$ cat src/rtl/div_if.sv
// ============================================================================
// Module   : div_if
// Brief    : Request/result bundle between the EX stage and the divider.
// Revision : 1.0
// ============================================================================
`default_nettype none

interface div_if #(
    parameter int DATA_W = 32
);
    logic                  signed_i;
    logic [DATA_W-1:0]     opdata1_i;
    logic [DATA_W-1:0]     opdata2_i;
    logic                  start_i;
    logic                  annul_i;
    logic [2*DATA_W-1:0]   result_o;
    logic                  ready_o;

    modport master (
        output signed_i, opdata1_i, opdata2_i, start_i, annul_i,
        input  result_o, ready_o
    );

    modport slave (
        input  signed_i, opdata1_i, opdata2_i, start_i, annul_i,
        output result_o, ready_o
    );
endinterface

`default_nettype wire

$ cat src/rtl/div_unit.sv
// ============================================================================
// Module   : div_unit
// Brief    : Iterative restoring DIV/DIVU, one quotient bit per clock.
// Revision : 1.0
// ============================================================================
`default_nettype none

module div_unit #(
    parameter int DATA_W = 32
) (
    input  wire logic clk,
    input  wire logic rst,
    div_if.slave      bus
);
    localparam int CNT_W = $clog2(DATA_W);

    typedef enum logic [1:0] {
        S_FREE   = 2'd0,
        S_BYZERO = 2'd1,
        S_ON     = 2'd2,
        S_END    = 2'd3
    } state_t;

    state_t                state_q, state_d;
    logic [CNT_W-1:0]      cnt_q, cnt_d;
    logic [DATA_W-1:0]     dividend_q, dividend_d;
    logic [DATA_W-1:0]     divisor_q, divisor_d;
    logic [DATA_W-1:0]     rem_q, rem_d;
    logic [DATA_W-1:0]     quot_q, quot_d;
    logic                  neg_quot_q, neg_quot_d;
    logic                  neg_rem_q, neg_rem_d;
    logic [2*DATA_W-1:0]   result_q, result_d;
    logic                  ready_q, ready_d;

    logic                  w_sign1, w_sign2;
    logic [DATA_W-1:0]     w_mag1, w_mag2;
    logic [DATA_W:0]       w_shift, w_diff;
    logic                  w_keep;
    logic [DATA_W-1:0]     w_rem_next, w_quot_next;
    logic [DATA_W-1:0]     w_quot_fix, w_rem_fix;

    assign w_sign1 = bus.signed_i & bus.opdata1_i[DATA_W-1];
    assign w_sign2 = bus.signed_i & bus.opdata2_i[DATA_W-1];
    assign w_mag1  = w_sign1 ? (~bus.opdata1_i + 1'b1) : bus.opdata1_i;
    assign w_mag2  = w_sign2 ? (~bus.opdata2_i + 1'b1) : bus.opdata2_i;

    // The stored remainder is always below the divisor, so DATA_W bits hold it;
    // only the shifted trial value needs the extra bit.
    assign w_shift     = {rem_q, dividend_q[DATA_W-1]};
    assign w_diff      = w_shift - {1'b0, divisor_q};
    assign w_keep      = ~w_diff[DATA_W];
    assign w_rem_next  = w_keep ? w_diff[DATA_W-1:0] : w_shift[DATA_W-1:0];
    assign w_quot_next = {quot_q[DATA_W-2:0], w_keep};
    assign w_quot_fix  = neg_quot_q ? (~w_quot_next + 1'b1) : w_quot_next;
    assign w_rem_fix   = neg_rem_q  ? (~w_rem_next  + 1'b1) : w_rem_next;

    always_comb begin
        state_d    = state_q;
        cnt_d      = cnt_q;
        dividend_d = dividend_q;
        divisor_d  = divisor_q;
        rem_d      = rem_q;
        quot_d     = quot_q;
        neg_quot_d = neg_quot_q;
        neg_rem_d  = neg_rem_q;
        result_d   = result_q;
        ready_d    = ready_q;

        case (state_q)
            S_FREE: begin
                result_d = '0;
                ready_d  = 1'b0;
                if (bus.start_i && !bus.annul_i) begin
                    dividend_d = w_mag1;
                    divisor_d  = w_mag2;
                    neg_quot_d = w_sign1 ^ w_sign2;
                    neg_rem_d  = w_sign1;
                    rem_d      = '0;
                    quot_d     = '0;
                    cnt_d      = '0;
                    state_d    = (bus.opdata2_i == '0) ? S_BYZERO : S_ON;
                end
            end
            S_BYZERO: begin
                result_d = '0;
                if (bus.annul_i) begin
                    ready_d = 1'b0;
                    state_d = S_FREE;
                end else begin
                    ready_d = 1'b1;
                    state_d = S_END;
                end
            end
            S_ON: begin
                if (bus.annul_i) begin
                    result_d = '0;
                    ready_d  = 1'b0;
                    state_d  = S_FREE;
                end else begin
                    rem_d      = w_rem_next;
                    quot_d     = w_quot_next;
                    dividend_d = {dividend_q[DATA_W-2:0], 1'b0};
                    cnt_d      = cnt_q + 1'b1;
                    if (cnt_q == CNT_W'(DATA_W-1)) begin
                        result_d = {w_rem_fix, w_quot_fix};
                        ready_d  = 1'b1;
                        state_d  = S_END;
                    end
                end
            end
            S_END: begin
                if (!bus.start_i) begin
                    result_d = '0;
                    ready_d  = 1'b0;
                    state_d  = S_FREE;
                end
            end
            default: begin
                result_d = '0;
                ready_d  = 1'b0;
                state_d  = S_FREE;
            end
        endcase
    end

    always_ff @(posedge clk) begin
        if (rst) begin
            state_q    <= S_FREE;
            cnt_q      <= '0;
            dividend_q <= '0;
            divisor_q  <= '0;
            rem_q      <= '0;
            quot_q     <= '0;
            neg_quot_q <= 1'b0;
            neg_rem_q  <= 1'b0;
            result_q   <= '0;
            ready_q    <= 1'b0;
        end else begin
            state_q    <= state_d;
            cnt_q      <= cnt_d;
            dividend_q <= dividend_d;
            divisor_q  <= divisor_d;
            rem_q      <= rem_d;
            quot_q     <= quot_d;
            neg_quot_q <= neg_quot_d;
            neg_rem_q  <= neg_rem_d;
            result_q   <= result_d;
            ready_q    <= ready_d;
        end
    end

    assign bus.result_o = result_q;
    assign bus.ready_o  = ready_q;
endmodule

`default_nettype wire

$ cat src/flat_wrapper.sv
// flat-port wrapper written by rule: the top's interface ports become plain ports
module div_unit_flat 
#(
    parameter int DATA_W = 32
)
  (clk, rst, bus_signed_i, bus_opdata1_i, bus_opdata2_i, bus_start_i, bus_annul_i, bus_result_o, bus_ready_o);
  div_if #(.DATA_W(DATA_W)) bus_i ();
  input  wire logic clk;
  input  wire logic rst;
  input wire logic [$bits(bus_i.signed_i)-1:0] bus_signed_i;
  input wire logic [$bits(bus_i.opdata1_i)-1:0] bus_opdata1_i;
  input wire logic [$bits(bus_i.opdata2_i)-1:0] bus_opdata2_i;
  input wire logic [$bits(bus_i.start_i)-1:0] bus_start_i;
  input wire logic [$bits(bus_i.annul_i)-1:0] bus_annul_i;
  output wire logic [$bits(bus_i.result_o)-1:0] bus_result_o;
  output wire logic [$bits(bus_i.ready_o)-1:0] bus_ready_o;
  assign bus_i.signed_i = bus_signed_i;
  assign bus_i.opdata1_i = bus_opdata1_i;
  assign bus_i.opdata2_i = bus_opdata2_i;
  assign bus_i.start_i = bus_start_i;
  assign bus_i.annul_i = bus_annul_i;
  assign bus_result_o = bus_i.result_o;
  assign bus_ready_o = bus_i.ready_o;
  div_unit #(.DATA_W(DATA_W)) u_core (.clk(clk), .rst(rst), .bus(bus_i));
endmodule
$ cat config.mk
export PLATFORM = sky130hd
export DESIGN_NAME = div_unit_flat
export DESIGN_NICKNAME = d
export VERILOG_FILES = /design/src/rtl/div_if.sv /design/src/rtl/div_unit.sv /design/src/flat_wrapper.sv
export SDC_FILE = /design/constraint.sdc
export NUM_CORES = 1
export LEC_CHECK = 0
export BUFFER_PORTS_ARGS = -buffer_cell sky130_fd_sc_hd__buf_2
export CORE_AREA = 2 2 208 210
export DETAILED_ROUTE_END_ITERATION = 6
export DIE_AREA = 0 0 210 212
export SYNTH_ARGS = -nofsm -noshare
export SYNTH_HDL_FRONTEND = slang
export SYNTH_SLANG_ARGS = --single-unit
$ cat constraint.sdc
create_clock -name clk -period 5.3 [get_ports clk]
set_input_delay 0.53 -clock clk [delete_from_list [all_inputs] [get_ports clk]]
set_output_delay 0.53 -clock clk [all_outputs]
set_load 0.02 [all_outputs]
==> metrics, run 1 <==
DP HPWL=28000 µm; Chip Width=210 µm; top post-synthesis cells by count=nand2_1, dfxtp_1, nor2_1, o21ai_0, a21oi_1; Syn Inst Count=1640; Post-Syn Nets=1752; Worst Max-Slew Pin Slew=994 ps; final setup fails=0; vias in the first global route=10.9k; largest net degree at the start of global routing=69; Synth area leaders=dfxtp_1, nand2_1, nor2_1, a22oi_1, xnor2_1; Post-synth EDFFs=0; Reg clk slew, reported paths=60 ps; residual DRC count=0; CTS Hold Bufs=0; filler cell count=4408; post-synthesis sequential area ratio=32.2%; fmax=222 MHz; core region area=42500 µm²; grt total ovfl=0; Crit path arrival time=4910 ps; mapped cell area=12500 µm²; DR iter-0 viols=910; Post-Route WL=37500 µm; RSZ-0062 raised after global routing=false; final instance area=14600 µm²; share of layout cells above drive strength 1=14.0%; post-synth top area cell=dfxtp_1; PD cells=378 nW/µm²; Post-DP Area=13700 µm²; Initial Utilization=29.4%; Clock Skew=14.7 ps; Die H=212 µm; ys flop type=dfxtp_1; Max Transition Viols Final=0; max_slew headroom=33.6%; min cycle time layout=4500 ps; H-tree depth=1; IO Count=134; P_leak=5.71 nW; Place WS=805 ps; area delta synth->final=16.6%; setup bufs post-CTS=0; worst min path class=in2reg; Max-Cap Viols=0; first-pass GRT wire length=59300 µm; num rows=76; 1st-pass router iterations=5; Worst setup EP type=flop; Vias=11.9k; critical path type=reg2reg; total negative slack=0 ps; Synthesis Warnings=0; routed len/inst=16.3 µm; clk root buf=clkbuf_16; vias per cell=5.19; crit share post-route=84.8%; Num CTS Buffers=25; status=finished, final reports clean; Hold Fails Final Rpt=0; DIE AREA=44500 µm²; top-count cell post-synth=nand2_1; Syn Area/Cell=7.62 µm²; clk sinks=201; GR Util All Layers=16.4%; Hold WS=284 ps; flops & latches, synth=201; # port buffers=133; Crit Path Max Fanout=42; Layout Nets=1834; worst skew pair latency=550 ps; top-area cell type share of the netlist area=32.2%; register cell area after layout=4020 µm²; initial antenna violation count=11; CTS max path bufs=3; TritonCTS clock tree=yes; multi-input logic area=7920 µm²; library cells used by synthesis=80; Post-DRT Antenna Nets=0; Req. time, crit path=5710 ps; final setup margin=804 ps; VDD IR-drop max=0.243 mV; fraction of registers with async set/reset=0%; critical path launch point type=flop; CTS resizes=0; Routability Congestion=0.899
## per-stage QoR
| step | total power, mW | utilization (%) | std cells |
|---|---|---|---|
| floorplan | 3.14 | - | 1640 |
| global placement | 3.66 | 32.2 | 2241 |
| detailed placement | 3.68 | 32.2 | 2241 |
| CTS | 5.56 | 34.3 | 2286 |
| global route | 5.86 | 34.3 | 2289 |
| finish | 5.52 | 34.3 | 2292 |
## power breakdown
group | internal [mW] | leakage, nW | switching [mW]
combinational | 0.649 | 3.65 | 1.33
clock | 1.15 | 0.432 | 0.715
sequential | 1.62 | 1.63 | 0.0592
## per-layer routing
| metal | GRT usage, % | wire [µm] | vias up |
|---|---|---|---|
| met3 | 3.10 | 2380 | 49 |
| met1 | 23.4 | 18300 | 5504 |
| met2 | 25.4 | 16100 | 311 |
| met4 | 3.77 | 585 | 10 |
| met5 | 0 | 62 | - |
| li1 | - | - | 6013 |
## state kept, by name (all words and copies together) (netlist names)
register,flops
u_core.rem_q,32
u_core.bus.ready_o,1
u_core.bus.result_o,64
u_core.dividend_q,32
u_core.neg_quot_q,1
u_core.state_q,2
u_core.quot_q,31
u_core.cnt_q,5
u_core.neg_rem_q,1
u_core.divisor_q,32
## final cells by class
| class | count | area share (%) |
|---|---|---|
| tap | 546 | 4.69 |
| sequential | 201 | 27.6 |
| inverter | 55 | 1.42 |
| timing repair buffer | 155 | 5.72 |
| clock inverter | 14 | 1.55 |
| clock buffer | 31 | 4.58 |
| antenna | 6 | 0.103 |
| multi-input combinational | 1284 | 54.3 |
## final timing paths
kind / start / to / slack, ps / cells after the start
max: u_core.dividend_q[31] / u_core.bus.result_o[28] / 800 / 20
min reg2reg: u_core.bus.result_o[52] / u_core.bus.result_o[52] / 450 / 2
min: bus_opdata1_i[0] / u_core.dividend_q[0] / 280 / 3
max reg2reg: u_core.dividend_q[31] / u_core.bus.result_o[28] / 800 / 20
## worst max-delay path, cell delays in order, from the launching register on
cell	delay [ps]
dfxtp_1	320
inv_1	70
ha_1	160
inv_1	50
fa_1	450
a211oi_2	270
nor3b_2	90
nor2_2	170
o21ai_1	140
nor4_1	470
nor4b_4	110
inv_2	80
buf_4	380
ha_1	280
nand3_1	170
o31ai_1	430
nand2_1	200
a21oi_1	200
xnor2_1	90
a22oi_1	160
nor2_1	60
## logic make-up after synthesis
logic type / after synthesis / share of synthesized area (%)
simple gates: 608 / 22.1
compound gates: 473 / 25.1
flops: 201 / 32.2
buf+inv: 155 / 4.82
xor+xnor: 139 / 9.74
fa+ha+maj: 43 / 4.36
mux: 21 / 1.71
## cells in the final DEF (no fill, tap or decap), drive strengths merged, types with 14 or more instances in the layout
cell type,n
nor2,197
a211oi,37
ha,42
buf,155
mux2i,18
a22oi,93
xnor2,78
and3,14
a21oi,106
o31ai,26
clkbuf,31
o21ai,126
nor4,17
xor2,61
or3,22
nand2,233
inv,57
nor3,36
dfxtp,201
No activity file was read; power rests on OpenSTA's default activity.
==> inputs of run 2 (changes only) <==
==> constraint.sdc (replaced) <==
create_clock -name clk -period 4.27 [get_ports clk]
set_input_delay 0.427 -clock clk [delete_from_list [all_inputs] [get_ports clk]]
set_output_delay 0.427 -clock clk [all_outputs]
set_load 0.02 [all_outputs]
==> run 2 against run 1 <==
  * Sequential power increased by 24%
  * Routed wire length increased by 0.89%
  * Critical path type unchanged
  * Combinational power increased by 29%
  * Largest cell class unchanged
  * Total power increased by 24%
  * Highest routed layer unchanged
==> metrics, run 2 (synthesized netlist as in run 1, its figures left out) <==
Hold EP=u_core.dividend_q[0]; clk root buf=clkbuf_16; fmax=244 MHz (+9.9%); critical path type=reg2reg; grt total ovfl=0 (unchanged); Chip Width=210 µm (unchanged); Post-DP Area=13800 µm² (+1.1%); Routability Congestion=0.880 (-2.0%); Hold Fails Final Rpt=0 (unchanged); setup bufs post-CTS=0 (unchanged); residual DRC count=0 (unchanged); Crit. Startpoint=u_core.rem_q[24]; routed len/inst=16.4 µm (+0.10%); Req. time, crit path=4660 ps (-1050 ps); Hold Path Depth=3 (unchanged); CTS max path bufs=3 (unchanged); Initial Utilization=29.4% (unchanged); crit share post-route=95.8% (+11 points); Place WS=15.2 ps (-790 ps); Comb power frac=37.5% (+1.6 points); Num CTS Buffers=24 (-4.0%); FF-to-FF End=u_core.bus.result_o[27]; num rows=76 (unchanged); FF-to-FF path depth=13 (-35%); first-pass GRT wire length=60600 µm (+2.2%); Power Total=6.83 mW (+24%); final instance area=14800 µm² (+1.3%); VDD IR-drop max=0.234 mV (-3.4%); Layout Nets=1851 (+0.93%); largest net degree at the start of global routing=73 (+5.8%); GR Util All Layers=16.6% (+0.25 points); most frequent cells in the layout=nand2_1, dfxtp_1, nor2_1, buf_2, o21ai_0; Max Transition Viols Final=0 (unchanged); HP Start=bus_opdata1_i[0]; H-tree depth=1 (unchanged); clock share of power=32.0% (-1.8 points); vias per cell=5.15 (-0.73%); Crit path arrival time=4480 ps (-430 ps); Max-Cap Viols=0 (unchanged); initial antenna violation count=12 (+1); Inst Count DP=2259 (+0.80%); min cycle time layout=4090 ps (-406 ps); worst skew pair latency=540 ps (about the same); Hold WS=208 ps (-75.6 ps); Worst setup EP type=flop; P_leak=5.78 nW (+1.3%); final setup margin=179 ps (-624 ps); Int Pwr=4.25 mW (+24%); max reg flops=64 (unchanged); # port buffers=133 (unchanged); worst flop-to-flop path startpoint=u_core.rem_q[24]; max_slew headroom=32.9% (-0.69 points); vias in the first global route=11.3k (+4.1%); IO Count=134 (unchanged); Post-Route WL=37800 µm (+0.89%); DP HPWL=28500 µm (+1.8%); worst min path class=in2reg; DIE AREA=44500 µm² (unchanged); commonest non-fill, non-tap cell in the layout=nand2_1; area delta synth->final=18.1%; Die H=212 µm (unchanged); filler cell count=4408 (unchanged); Worst Max-Slew Pin Slew=1000 ps (+10.3 ps); DR iter-0 viols=814 (-11%); switching share of power=37.9% (-0.27 points); core region area=42500 µm² (unchanged); Crit Path Max Fanout=6 (-86%); status=finished, final reports clean; Core Util, Final=34.7% (+0.44 points); Reg clk slew, reported paths=70 ps (about the same); Vias=11.9k (+0.050%); NetSw=2.59 mW (+23%); Clock Skew=11.5 ps (-3.21 ps); total negative slack=0 ps (unchanged); TritonCTS clock tree=yes; Post-DRT Antenna Nets=0 (unchanged); final setup fails=0 (unchanged); critical path launch point type=flop; PD cells=463 nW/µm² (+22%); clk sinks=201 (unchanged); part of the power in registers=30.5% (about the same); fin cells=2310 (+0.79%); share of layout cells above drive strength 1=15.4% (+1.4 points); 1st-pass router iterations=5 (unchanged); reg2reg setup slack=180 ps (-620 ps)
-- run 2: cell types whose count changed in the layout (fill, tap and decap cells not counted), moves of 2 or more --
cell,previous run,this run
buf_4,23,38
ha_1,41,39
clkbuf_1,4,7
o21ai_0,116,113
nor4_2,0,2
buf_6,0,2
clkinvlp_4,2,0
o21ai_1,9,11
clkinv_4,2,0
nor4_1,17,15
mux2i_2,0,2
clkbuf_8,2,4
mux2i_1,18,15
-- run 2: per-layer routing --
| metal | GRT usage (%) | share of wire, % | vias up |
|---|---|---|---|
| met2 | 26.3 | 44 | 271 |
| met3 | 3.52 | 5.8 | 49 |
| met4 | 4.50 | 1.8 | 10 |
| met1 | 22.9 | 48 | 5523 |
| li1 | - | - | 6040 |
| met5 | 0 | 0.12 | - |
-- run 2: power groups by stage --
stage	sequential (mW)	clock (mW)	combinational, mW
after global routing	2.10	2.32	2.84
after global placement	2.12	0	2.47
after floorplan	2.11	0	1.79
final	2.08	2.19	2.56
after CTS	2.08	2.25	2.51
after detailed placement	2.12	0	2.50
-- run 2: how the worst max path moves through the flow --
stage	to	slack, ps	cells after the start
floorplan	u_core.bus.result_o[54]	30	24
global placement	u_core.bus.result_o[27]	170	16
detailed placement	u_core.bus.result_o[27]	20	16
CTS	u_core.bus.result_o[27]	90	16
global route	u_core.bus.result_o[44]	-20	20
finish	u_core.bus.result_o[27]	180	13
-- run 2: critical path, cell delays in order, from the launching register on --
cell and delay, ps:
dfxtp_1 430, ha_1 340, a21o_1 220, a21o_1 170, a21oi_1 290, nand2_1 160
o31ai_1 400, nor4b_4 110, buf_6 170, or4_4 540, or4_4 550, o31ai_2 300
xor2_1 190, o21ai_1 80
-- run 2: what timing repair did --
action / CTS / global route
hold endpoints to repair: 0 / 0
pin swaps: 0 / 7
hold buffers: 0 / 0
endpoints found under the setup margin: 1 / 23
resized for setup: 1 / 20
-- run 2: cell type report --
type                            count  area, µm²  area share, %
Multi-Input combinational cell   1284       8000           54.2
Sequential cell                   201       4020           27.3
Timing Repair Buffer              173        988           6.69
Tap cell                          546        683           4.63
Clock buffer                       35        682           4.62
Inverter                           55        206           1.40
Clock inverter                      9        160           1.08
Antenna cell                        7       17.5          0.119
==> inputs of run 3 (changes only) <==
--- a/config.mk
+++ b/config.mk
@@ -9,6 +9,7 @@
 export CORE_AREA = 2 2 208 210
 export DETAILED_ROUTE_END_ITERATION = 6
 export DIE_AREA = 0 0 210 212
+export SETUP_SLACK_MARGIN = 0.3
 export SYNTH_ARGS = -nofsm -noshare
 export SYNTH_HDL_FRONTEND = slang
 export SYNTH_SLANG_ARGS = --single-unit
==> run 3 against run 2 <==
  * Clock-buffer cell count down 4
  * Hold slack worse by 15 ps
  * Setup slack better by 150 ps
  * Sequential power about the same
  * Routed wire length up 3.1%
  * Largest power group unchanged
==> metrics, run 3 (synthesized netlist as in run 1, its figures left out) <==
max reg flops=64 (unchanged); HP Start=bus_opdata1_i[0]; P_leak=5.96 nW (+3.2%); area delta synth->final=21.9%; reg2reg setup slack=330 ps (+150 ps); DIE AREA=44500 µm² (unchanged); initial antenna violation count=9 (-3); num rows=76 (unchanged); status=finished, final reports clean; Worst setup EP type=flop; DP HPWL=28500 µm (about the same); critical path type=reg2reg; Worst Max-Slew Pin Slew=904 ps (-100 ps); Routability Congestion=0.885 (+0.59%); FF-to-FF path depth=22 (+9); IO Count=134 (unchanged); GR Util All Layers=16.5% (-0.094 points); slowest stage delay, CP=370 ps (-180 ps); filler cell count=4324 (-1.9%); RSZ-0062 raised after global routing=true; worst min path class=in2reg; final setup fails=0 (unchanged); CTS Hold Bufs=0 (unchanged); Max-Cap Viols=0 (unchanged); Power Total=7.04 mW (+3.0%); Max Transition Viols Final=0 (unchanged); FF-to-FF End=u_core.bus.result_o[50]; clk sinks=201 (unchanged); worst-path cell chain=inv_2, ha_4, inv_2, fa_2, a211oi_2, nor3b_2, nor2_2, o21ai_4, nor4_4, nor4b_4, buf_6, inv_4, nand2_2, o21ai_2, inv_1, ha_2, and3_4, buf_4, a31oi_1, o21ai_1, xnor2_1, a22o_1; residual DRC count=0 (unchanged); crit share post-route=92.4% (-3.4 points); Req. time, crit path=4690 ps (+30 ps); worst skew pair latency=540 ps (about the same); Vias=12.2k (+2.5%); fmax=254 MHz (+3.7%); H-tree depth=1 (unchanged); Hold Path Depth=3 (unchanged); 1st-pass router iterations=5 (unchanged); # port buffers=133 (unchanged); Initial Utilization=29.4% (unchanged); Worst Path Buf+Inv=6 (+5); core region area=42500 µm² (unchanged); routed len/inst=16.8 µm (+2.4%); Num CTS Buffers=24 (unchanged); commonest non-fill, non-tap cell in the layout=nand2_1; total negative slack=0 ps (unchanged); Crit path arrival time=4370 ps (-110 ps); vias per cell=5.24 (+1.8%); Post-DRT Antenna Nets=0 (unchanged); Clock Skew=18.3 ps (+6.78 ps); largest net degree at the start of global routing=117 (+60%); Post-Route WL=39000 µm (+3.1%); Hold Fails Final Rpt=0 (unchanged); CTS max path bufs=3 (unchanged); first-pass GRT wire length=60200 µm (-0.76%); Layout Nets=1870 (+1.0%); most frequent cells in the layout=nand2_1, dfxtp_1, nor2_1, buf_2, o21ai_0; min cycle time layout=3940 ps (-146 ps); Hold EP=u_core.dividend_q[0]; Crit Path Max Fanout=5 (-1); grt total ovfl=0 (unchanged); Chip Width=210 µm (unchanged); max_slew headroom=39.6% (+6.7 points); crit-path most repeated cell=inv_2; worst flop-to-flop path startpoint=u_core.dividend_q[31]; Reg clk slew, reported paths=60 ps (about the same); VDD IR-drop max=0.248 mV (+5.9%); vias in the first global route=11.0k (-2.4%); TritonCTS clock tree=yes; PD cells=462 nW/µm² (-0.24%); DR iter-0 viols=985 (+21%); CP delay by family, top=compound AO/OA/AOI/OAI gates; clk root buf=clkbuf_16; Die H=212 µm (unchanged); critical path's slowest cell=fa_2; share of layout cells above drive strength 1=18.1% (+2.7 points); critical path launch point type=flop
## run 3: repair_timing
| item | CTS | global route |
|---|---|---|
| cloned | 0 | 3 |
| setup endpoints to repair | 16 | 31 |
| buffers inserted | 1 | 11 |
| pin swaps | 5 | 22 |
| gates resized for setup | 8 | 45 |
## run 3: through the flow
step	hold WS [ps]	std cells	area [µm²]	utilization, %	setup WS [ps]
floorplan	432	1640	12600	-	283
global placement	435	2263	13900	32.8	203
detailed placement	438	2263	13900	32.8	130
CTS	172	2307	14800	34.8	294
global route	202	2323	15200	35.8	106
finish	193	2326	15200	35.9	325
## run 3: report_power, final
group / internal (mW) / switching [mW]
registers: 2.01 / 0.0777
logic: 0.996 / 1.78
clock network: 1.32 / 0.865
## run 3: metal layers
metal	part of all wire (%)	GRT usage [%]	routed length (µm)
met5	0.092	0	36
met4	1.1	3.35	410
met3	6.2	3.10	2410
met2	45	26.4	17500
met1	48	23.3	18600
## run 3: worst max path at each step
stage / start / to / slack [ps] / depth (start not counted)
after floorplan: u_core.dividend_q[31] / u_core.bus.result_o[56] / 280 / 21
after global placement: u_core.rem_q[13] / u_core.bus.result_o[56] / 200 / 19
after detailed placement: u_core.rem_q[13] / u_core.bus.result_o[56] / 130 / 16
after CTS: u_core.divisor_q[29] / u_core.bus.result_o[54] / 290 / 17
after global routing: u_core.divisor_q[29] / u_core.bus.result_o[56] / 110 / 18
final: u_core.dividend_q[31] / u_core.bus.result_o[50] / 330 / 22
## run 3: cell type report
class | instances | area (µm²) | share of cell area [%]
antenna | 5 | 12.5 | 0.0821
clock buffer | 31 | 647 | 4.24
clock inverter | 12 | 180 | 1.18
inverter | 55 | 209 | 1.37
multi-input combinational | 1284 | 8270 | 54.3
sequential | 201 | 4030 | 26.4
tap | 546 | 683 | 4.48
timing repair buffer | 192 | 1210 | 7.96
## run 3: worst register-to-register path, delay by kind of cell, from the launching register on
family | cells | cell delay, ps
XOR/XNOR | 1 | 170
AND/OR/NAND/NOR | 6 | 910
adder cells (fa/ha/maj) | 3 | 700
AO/OA/AOI/OAI | 6 | 1140
buffers and inverters | 6 | 580
flip-flops | 1 | 330
